**src/rtl/sdram_pkg.sv**
```systemverilog
// Shared definitions for the SDRAM controller and its built-in test master.
package sdram_pkg;

  // Default port geometry of the SDRAM controller word interface.
  localparam int SDRAM_ADDR_W = 25;
  localparam int SDRAM_DATA_W = 16;

  // Test master state encoding, kept as plain constants for legacy users.
  localparam int         ST_W        = 3;
  localparam logic [2:0] ST_IDLE     = 3'd0;
  localparam logic [2:0] ST_WR       = 3'd1;
  localparam logic [2:0] ST_RD_ADDR  = 3'd2;
  localparam logic [2:0] ST_RD_DATA  = 3'd3;
  localparam logic [2:0] ST_FINISH   = 3'd4;

  // Result flags and mismatch counter reported after each pass.
  typedef struct packed {
    logic        pass;
    logic        timeout;
    logic [15:0] err_cnt;
  } tm_status_t;

  // Mismatch counter increment that sticks at all-ones.
  function automatic logic [15:0] sat_inc16(input logic [15:0] v);
    return (v == 16'hFFFF) ? v : v + 16'd1;
  endfunction

endpackage

```
**src/rtl/sdram_pattern_gen.sv**
```systemverilog
// Test data for a word address: low address bits XORed with a fixed key.
module sdram_pattern_gen #(
  parameter int                    ADDR_WIDTH = 25,
  parameter int                    DATA_WIDTH = 16,
  parameter logic [DATA_WIDTH-1:0] SEED       = DATA_WIDTH'(16'hA5C3)
) (
  input  logic [ADDR_WIDTH-1:0] addr,
  output logic [DATA_WIDTH-1:0] pattern
);

  // Cast truncates wide addresses and zero-extends narrow ones.
  assign pattern = DATA_WIDTH'(addr) ^ SEED;

endmodule

```
**src/rtl/sdram_test_master.sv**
```systemverilog
// Write-then-read-back memory test master driving an AXI-lite style
// word port. One write or one read outstanding at a time, with a
// per-handshake watchdog so a stuck slave ends the pass instead of hanging.
module sdram_test_master
  import sdram_pkg::*;
#(
  parameter int                    ADDR_WIDTH = SDRAM_ADDR_W,
  parameter int                    DATA_WIDTH = SDRAM_DATA_W,
  parameter longint unsigned       BASE_ADDR  = 0,
  parameter longint unsigned       NUM_WORDS  = 256,
  parameter logic [DATA_WIDTH-1:0] SEED       = DATA_WIDTH'(16'hA5C3),
  parameter int                    TIMEOUT    = 4096
) (
  input  logic                  clk,
  input  logic                  reset,
  input  logic                  start,
  output logic                  busy,
  output logic                  done,
  output logic                  pass,
  output logic                  timeout,
  output logic [15:0]           error_count,
  output logic [ADDR_WIDTH-1:0] fail_addr,
  output logic [DATA_WIDTH-1:0] fail_data,
  output logic [ADDR_WIDTH-1:0] m_axi_awaddr,
  output logic                  m_axi_awvalid,
  input  logic                  m_axi_awready,
  output logic [DATA_WIDTH-1:0] m_axi_wdata,
  output logic                  m_axi_wvalid,
  input  logic                  m_axi_wready,
  output logic [ADDR_WIDTH-1:0] m_axi_araddr,
  output logic                  m_axi_arvalid,
  input  logic                  m_axi_arready,
  input  logic [DATA_WIDTH-1:0] m_axi_rdata,
  input  logic                  m_axi_rvalid,
  output logic                  m_axi_rready
);

  localparam logic [ADDR_WIDTH-1:0] BASE_A   = ADDR_WIDTH'(BASE_ADDR);
  localparam logic [ADDR_WIDTH-1:0] LAST_IDX = ADDR_WIDTH'(NUM_WORDS - 1);
  localparam logic [31:0]           WD_LAST  = 32'(TIMEOUT - 1);

  logic [ST_W-1:0]       state_q, state_d;
  logic [ADDR_WIDTH-1:0] idx_q, idx_d;
  logic [31:0]           wdog_q, wdog_d;
  tm_status_t            stat_q, stat_d;
  logic [ADDR_WIDTH-1:0] fail_addr_q, fail_addr_d;
  logic [DATA_WIDTH-1:0] fail_data_q, fail_data_d;

  logic [ADDR_WIDTH-1:0] cur_addr;
  logic [DATA_WIDTH-1:0] cur_pat;
  logic                  last_word;
  logic                  wd_hit;

  // Address wraps naturally at 2^ADDR_WIDTH through the adder width.
  assign cur_addr  = BASE_A + idx_q;
  assign last_word = (idx_q == LAST_IDX);
  assign wd_hit    = (wdog_q >= WD_LAST);

  sdram_pattern_gen #(
    .ADDR_WIDTH (ADDR_WIDTH),
    .DATA_WIDTH (DATA_WIDTH),
    .SEED       (SEED)
  ) u_pat (
    .addr    (cur_addr),
    .pattern (cur_pat)
  );

  // Handshake outputs are pure state decodes, so a reset or timeout that
  // leaves the bus states drops every valid on the very next edge.
  assign m_axi_awaddr  = cur_addr;
  assign m_axi_wdata   = cur_pat;
  assign m_axi_awvalid = (state_q == ST_WR);
  assign m_axi_wvalid  = (state_q == ST_WR);
  assign m_axi_araddr  = cur_addr;
  assign m_axi_arvalid = (state_q == ST_RD_ADDR);
  assign m_axi_rready  = (state_q == ST_RD_DATA);

  assign busy        = (state_q == ST_WR) || (state_q == ST_RD_ADDR) ||
                       (state_q == ST_RD_DATA);
  assign done        = (state_q == ST_FINISH);
  assign pass        = stat_q.pass;
  assign timeout     = stat_q.timeout;
  assign error_count = stat_q.err_cnt;
  assign fail_addr   = fail_addr_q;
  assign fail_data   = fail_data_q;

  // Sequencer: write every word, then read and compare every word.
  always_comb begin
    state_d     = state_q;
    idx_d       = idx_q;
    wdog_d      = wdog_q;
    stat_d      = stat_q;
    fail_addr_d = fail_addr_q;
    fail_data_d = fail_data_q;

    case (state_q)
      ST_IDLE: begin
        if (start) begin
          state_d     = ST_WR;
          idx_d       = '0;
          wdog_d      = '0;
          stat_d      = '0;
          fail_addr_d = '0;
          fail_data_d = '0;
        end
      end

      ST_WR: begin
        // Address and data travel together; one ready alone is not enough.
        if (m_axi_awready && m_axi_wready) begin
          wdog_d = '0;
          if (last_word) begin
            idx_d   = '0;
            state_d = ST_RD_ADDR;
          end else begin
            idx_d = idx_q + ADDR_WIDTH'(1);
          end
        end else if (wd_hit) begin
          state_d        = ST_FINISH;
          wdog_d         = '0;
          stat_d.timeout = 1'b1;
          stat_d.pass    = 1'b0;
        end else begin
          wdog_d = wdog_q + 32'd1;
        end
      end

      ST_RD_ADDR: begin
        if (m_axi_arready) begin
          wdog_d  = '0;
          state_d = ST_RD_DATA;
        end else if (wd_hit) begin
          state_d        = ST_FINISH;
          wdog_d         = '0;
          stat_d.timeout = 1'b1;
          stat_d.pass    = 1'b0;
        end else begin
          wdog_d = wdog_q + 32'd1;
        end
      end

      ST_RD_DATA: begin
        if (m_axi_rvalid) begin
          wdog_d = '0;
          if (m_axi_rdata != cur_pat) begin
            // Only the first mismatch of a pass is captured.
            if (stat_q.err_cnt == 16'd0) begin
              fail_addr_d = cur_addr;
              fail_data_d = m_axi_rdata;
            end
            stat_d.err_cnt = sat_inc16(stat_q.err_cnt);
          end
          if (last_word) begin
            state_d     = ST_FINISH;
            stat_d.pass = (stat_d.err_cnt == 16'd0) && !stat_q.timeout;
          end else begin
            idx_d   = idx_q + ADDR_WIDTH'(1);
            state_d = ST_RD_ADDR;
          end
        end else if (wd_hit) begin
          state_d        = ST_FINISH;
          wdog_d         = '0;
          stat_d.timeout = 1'b1;
          stat_d.pass    = 1'b0;
        end else begin
          wdog_d = wdog_q + 32'd1;
        end
      end

      // Single-cycle done; a start seen here is deliberately dropped.
      ST_FINISH: state_d = ST_IDLE;

      default: state_d = ST_IDLE;
    endcase
  end

  // State and result registers with synchronous active-low reset.
  always_ff @(posedge clk) begin
    if (!reset) begin
      state_q     <= ST_IDLE;
      idx_q       <= '0;
      wdog_q      <= '0;
      stat_q      <= '0;
      fail_addr_q <= '0;
      fail_data_q <= '0;
    end else begin
      state_q     <= state_d;
      idx_q       <= idx_d;
      wdog_q      <= wdog_d;
      stat_q      <= stat_d;
      fail_addr_q <= fail_addr_d;
      fail_data_q <= fail_data_d;
    end
  end

endmodule

```
**config.mk**
```make
export PLATFORM = sky130hd
export DESIGN_NAME = sdram_test_master
export DESIGN_NICKNAME = d
export VERILOG_FILES = /design/src/rtl/sdram_pkg.sv /design/src/rtl/sdram_pattern_gen.sv /design/src/rtl/sdram_test_master.sv
export SDC_FILE = /design/constraint.sdc
export NUM_CORES = 1
export LEC_CHECK = 0
export CAP_MARGIN = 20
export CELL_PAD_IN_SITES_DETAIL_PLACEMENT = 1
export CELL_PAD_IN_SITES_GLOBAL_PLACEMENT = 1
export CORE_MARGIN = 5
export CORE_UTILIZATION = 36
export DETAILED_ROUTE_END_ITERATION = 10
export PLACE_DENSITY = 0.8
export SLEW_MARGIN = 10
export SYNTH_ARGS = -nofsm -noshare
export SYNTH_HDL_FRONTEND = slang
export SYNTH_HIERARCHICAL = 1
export SYNTH_SLANG_ARGS = --single-unit
```
**constraint.sdc**
```tcl
create_clock -name clk -period 2.8 [get_ports clk]
set_input_delay 0.7 -clock clk [delete_from_list [all_inputs] [get_ports clk]]
set_output_delay 0.7 -clock clk [all_outputs]
set_load 0.005 [all_outputs]
```
==> results.py <==
metrics = {
    "setup_path": {
        "cp_cell_sequence": "clkdlybuf4s50_1 -> xnor2_1 -> nand4_1 -> nor4_4 -> buf_12 -> buf_4 -> nor2_1 -> a311oi_1 -> o2bb2ai_1 -> o41ai_2",
        "cp.arrival_ns": 3.06,
        "critPathRequiredTime_ns": 3.14,
        "path_max_fanout": 9,
        "crit_path_max_incr_delay_ns": 0.52,
        "crit_type": "in -> reg",
        "endpoint_kind": "register",
        "crit_slowest_cell": "clkdlybuf4s50_1",
        "cp_num_buf_inv": 3,
        "cp-start-kind": "input pin",
        "path_delay_family": "buffers and inverters",
    },
    "timing": {
        "fin_ws_ns": 0.0782,
        "worst_pin_slew_ns": 0.640,
        "clock.fmax_mhz": 367,
        "period_minus_slack_ns": 2.72,
        "final-max-slew-violation-count": 0,
        "hold_viol": 0,
        "finalCritPeriodShare": 0.972,
        "skew_ns": 0.00957,
        "finalSetupViolations": 0,
        "rsz0062_at_grt": "false",
        "slew_headroom": 0.573,
    },
    "clocking": {
        "numCtsBuffers": 17,
        "cts.path.max_buffers": 2,
        "hold_buffers": 0,
        "cts_max_level": 4,
        "clock_latency_ns": 0.43,
        "root_buffer": "clkbuf_16",
        "cts_setup_buffers": 0,
        "clk_pin_slew_ns": 0.06,
        "cts_tree": "done",
        "numClockSinks": 119,
    },
    "finish": {
        "nFillCells": 2048,
        "seq_area_mm2": 0.00238,
        "finish.utilization": 0.514,
        "nets": 963,
        "drive_gt1_frac": 0.133,
        "antenna_cells": 0,
        "area_delta_synth_final_pct": 41.1,
        "multi_input_area_mm2": 0.00333,
    },
    "routing": {
        "routed_wl_um": 21800,
        "vias": 6258,
        "postRouteAntennaNets": 0,
        "drt_iter0_markers": 312,
        "avgRoutedWirePerCell_um": 18.5,
        "drc": 0,
        "vias_per_cell": 5.33,
        "dr.pass1.iters": 4,
    },
    "die": {
        "die_y_um": 142,
        "dieArea_mm2": 0.0201,
        "initial_core_util": 0.364,
        "coreArea_mm2": 0.0171,
        "rows": 48,
        "die_w_um": 142,
        "io_pins": 154,
    },
    "logic_synthesis": {
        "synth_common_cells": "119 x dfxtp_1, 87 x nand2_1, 75 x nor2_1",
        "ys_async_sr_fraction": 0,
        "synth_most_common_cell": "dfxtp_1",
        "ys.flop_type": "dfxtp_1",
        "avgSynthCellArea_um2": 8.11,
        "yosysUniqueCellTypes": 66,
        "syn_inst": 769,
        "synth_edf_count": 0,
        "yosysTopAreaCellShare": 0.382,
        "synthTopCellsByArea": "dfxtp_1 38%, a21boi_0 5.3%, nand2_1 5.2%",
        "ys_warn_count": 6,
        "syn-cell-area_mm2": 0.00624,
        "synth_nets": 796,
        "ys_seq_elements": 119,
        "yosysSeqAreaShare": 0.382,
        "synth_area_leader_cell": "dfxtp_1",
    },
    "grt": {
        "grt_overflow_total": 0,
        "grt_pass1_wl_um": 35500,
        "grt_pass1_vias": 6628,
        "track_usage": 0.221,
        "grt_max_degree": 42,
        "antenna_found_initial": 0,
    },
    "power": {
        "cellPowerDensity_mw_per_mm2": 479,
        "ir_drop_mv": 0.438,
        "power_mw": 4.21,
        "p_leak_nw": 3.20,
    },
    "outcome": {
        "outcome": "finished, final reports clean",
    },
    "place": {
        "place_ws_ns": -0.473,
        "gp_congestion": 0.851,
        "port_buffers": 153,
        "dp_hpwl_um": 15400,
    },
    "hold_path": {
        "worstHoldPathType": "reg -> reg",
    },
    "job": {
        "drv_cap": 0,
    },
}
==> flip-flops by register name (all words and copies together), names as in the netlist <==
name,count
fail_data,16
idx_q,25
timeout,1
state_q,3
pass,1
error_count,16
wdog_q,32
fail_addr,25
==> where the power goes <==
part           internal [mW]  total [mW]  switching [mW]
combinational          0.140       0.326           0.186
clock                   1.33        2.17           0.846
sequential              1.70        1.71         0.00931
total                   3.17        4.21            1.04
==> worst reg2reg max path, stage by stage (launching register included) <==
cell	delay [ns]
dfxtp_1	0.35
inv_1	0.08
xnor2_1	0.19
buf_4	0.16
nand4_1	0.12
nor4_4	0.39
buf_12	0.17
buf_4	0.14
nor2_1	0.13
a311oi_1	0.28
o2bb2ai_1	0.12
o41ai_2	0.33
==> path summary, 6_finish.rpt <==
path,start,end,slack (ns),cells after the start
worst max-delay path,m_axi_rdata[3],pass,0.08,10
worst min-delay path,fail_addr[24],fail_addr[24],0.46,2
worst min register to register,fail_addr[24],fail_addr[24],0.46,2
worst max register to register,idx_q[15],pass,0.26,11
==> metal layers <==
| layer | up-vias | part of all wire | track usage |
|---|---|---|---|
| met3 | 22 | 0.045 | 0.0526 |
| met1 | 3102 | 0.45 | 0.283 |
| met4 | 0 | 0.013 | 0.0667 |
| li1 | 3001 | - | - |
| met5 | - | 0 | 0 |
| met2 | 133 | 0.49 | 0.371 |
==> final cells by class <==
| class | instances | area share |
|---|---|---|
| multi-input combinational | 551 | 0.378 |
| sequential | 119 | 0.271 |
| timing repair buffer | 229 | 0.246 |
| clock buffer | 20 | 0.0508 |
| tap | 225 | 0.0320 |
| clock inverter | 12 | 0.0145 |
| inverter | 18 | 0.00768 |
==> placed cells by master (no fill, tap or decap), types with 5 or more instances in the layout <==
cell type,n
and4_1,10
nor3_1,20
xor2_1,26
buf_4,71
or3_1,6
a31oi_1,11
and2_1,12
clkbuf_16,17
inv_1,17
buf_12,5
a21oi_1,18
xnor2_1,34
a21boi_0,44
nand4_1,26
nor4_1,17
nor2_1,75
dfxtp_1,117
a21boi_1,6
clkdlybuf4s50_1,150
nand2_1,87
nand3_1,65
and3_1,10
nor2b_1,6
o21ai_0,19
==> through the flow <==
| stage | cells | area (um^2) | TNS, ns | hold slack (ns) |
|---|---|---|---|---|
| 6_report | 1174 | 8800 | 0 | 0.457 |
| 5_1_grt | 1174 | 8800 | 0 | 0.477 |
| 4_1_cts | 1174 | 8790 | 0 | 0.459 |
| 3_5_place_dp | 1142 | 8220 | -11.56 | 0.452 |
| 3_3_place_gp | 1142 | 8220 | -7.84 | 0.437 |
| 2_1_floorplan | 769 | 6240 | 0 | 0.438 |
==> cell families (layout without fill, tap and decap cells) <==
kind of cell | after synthesis | count (layout) | share of synthesized area
xor+xnor | 60 | 60 | 0.0843
simple gates | 356 | 356 | 0.291
mux | 3 | 3 | 0.00482
fa+ha+maj | 4 | 4 | 0.00803
flops | 119 | 119 | 0.382
compound gates | 128 | 128 | 0.145
buf+inv | 99 | 279 | 0.0845
==> timing repair <==
action	4_1_cts	5_1_grt
pin swaps	0	5
setup endpoints to repair	2	1
gates resized for setup	3	1
gates cloned	0	0
No activity file was read; power rests on OpenSTA's default activity.
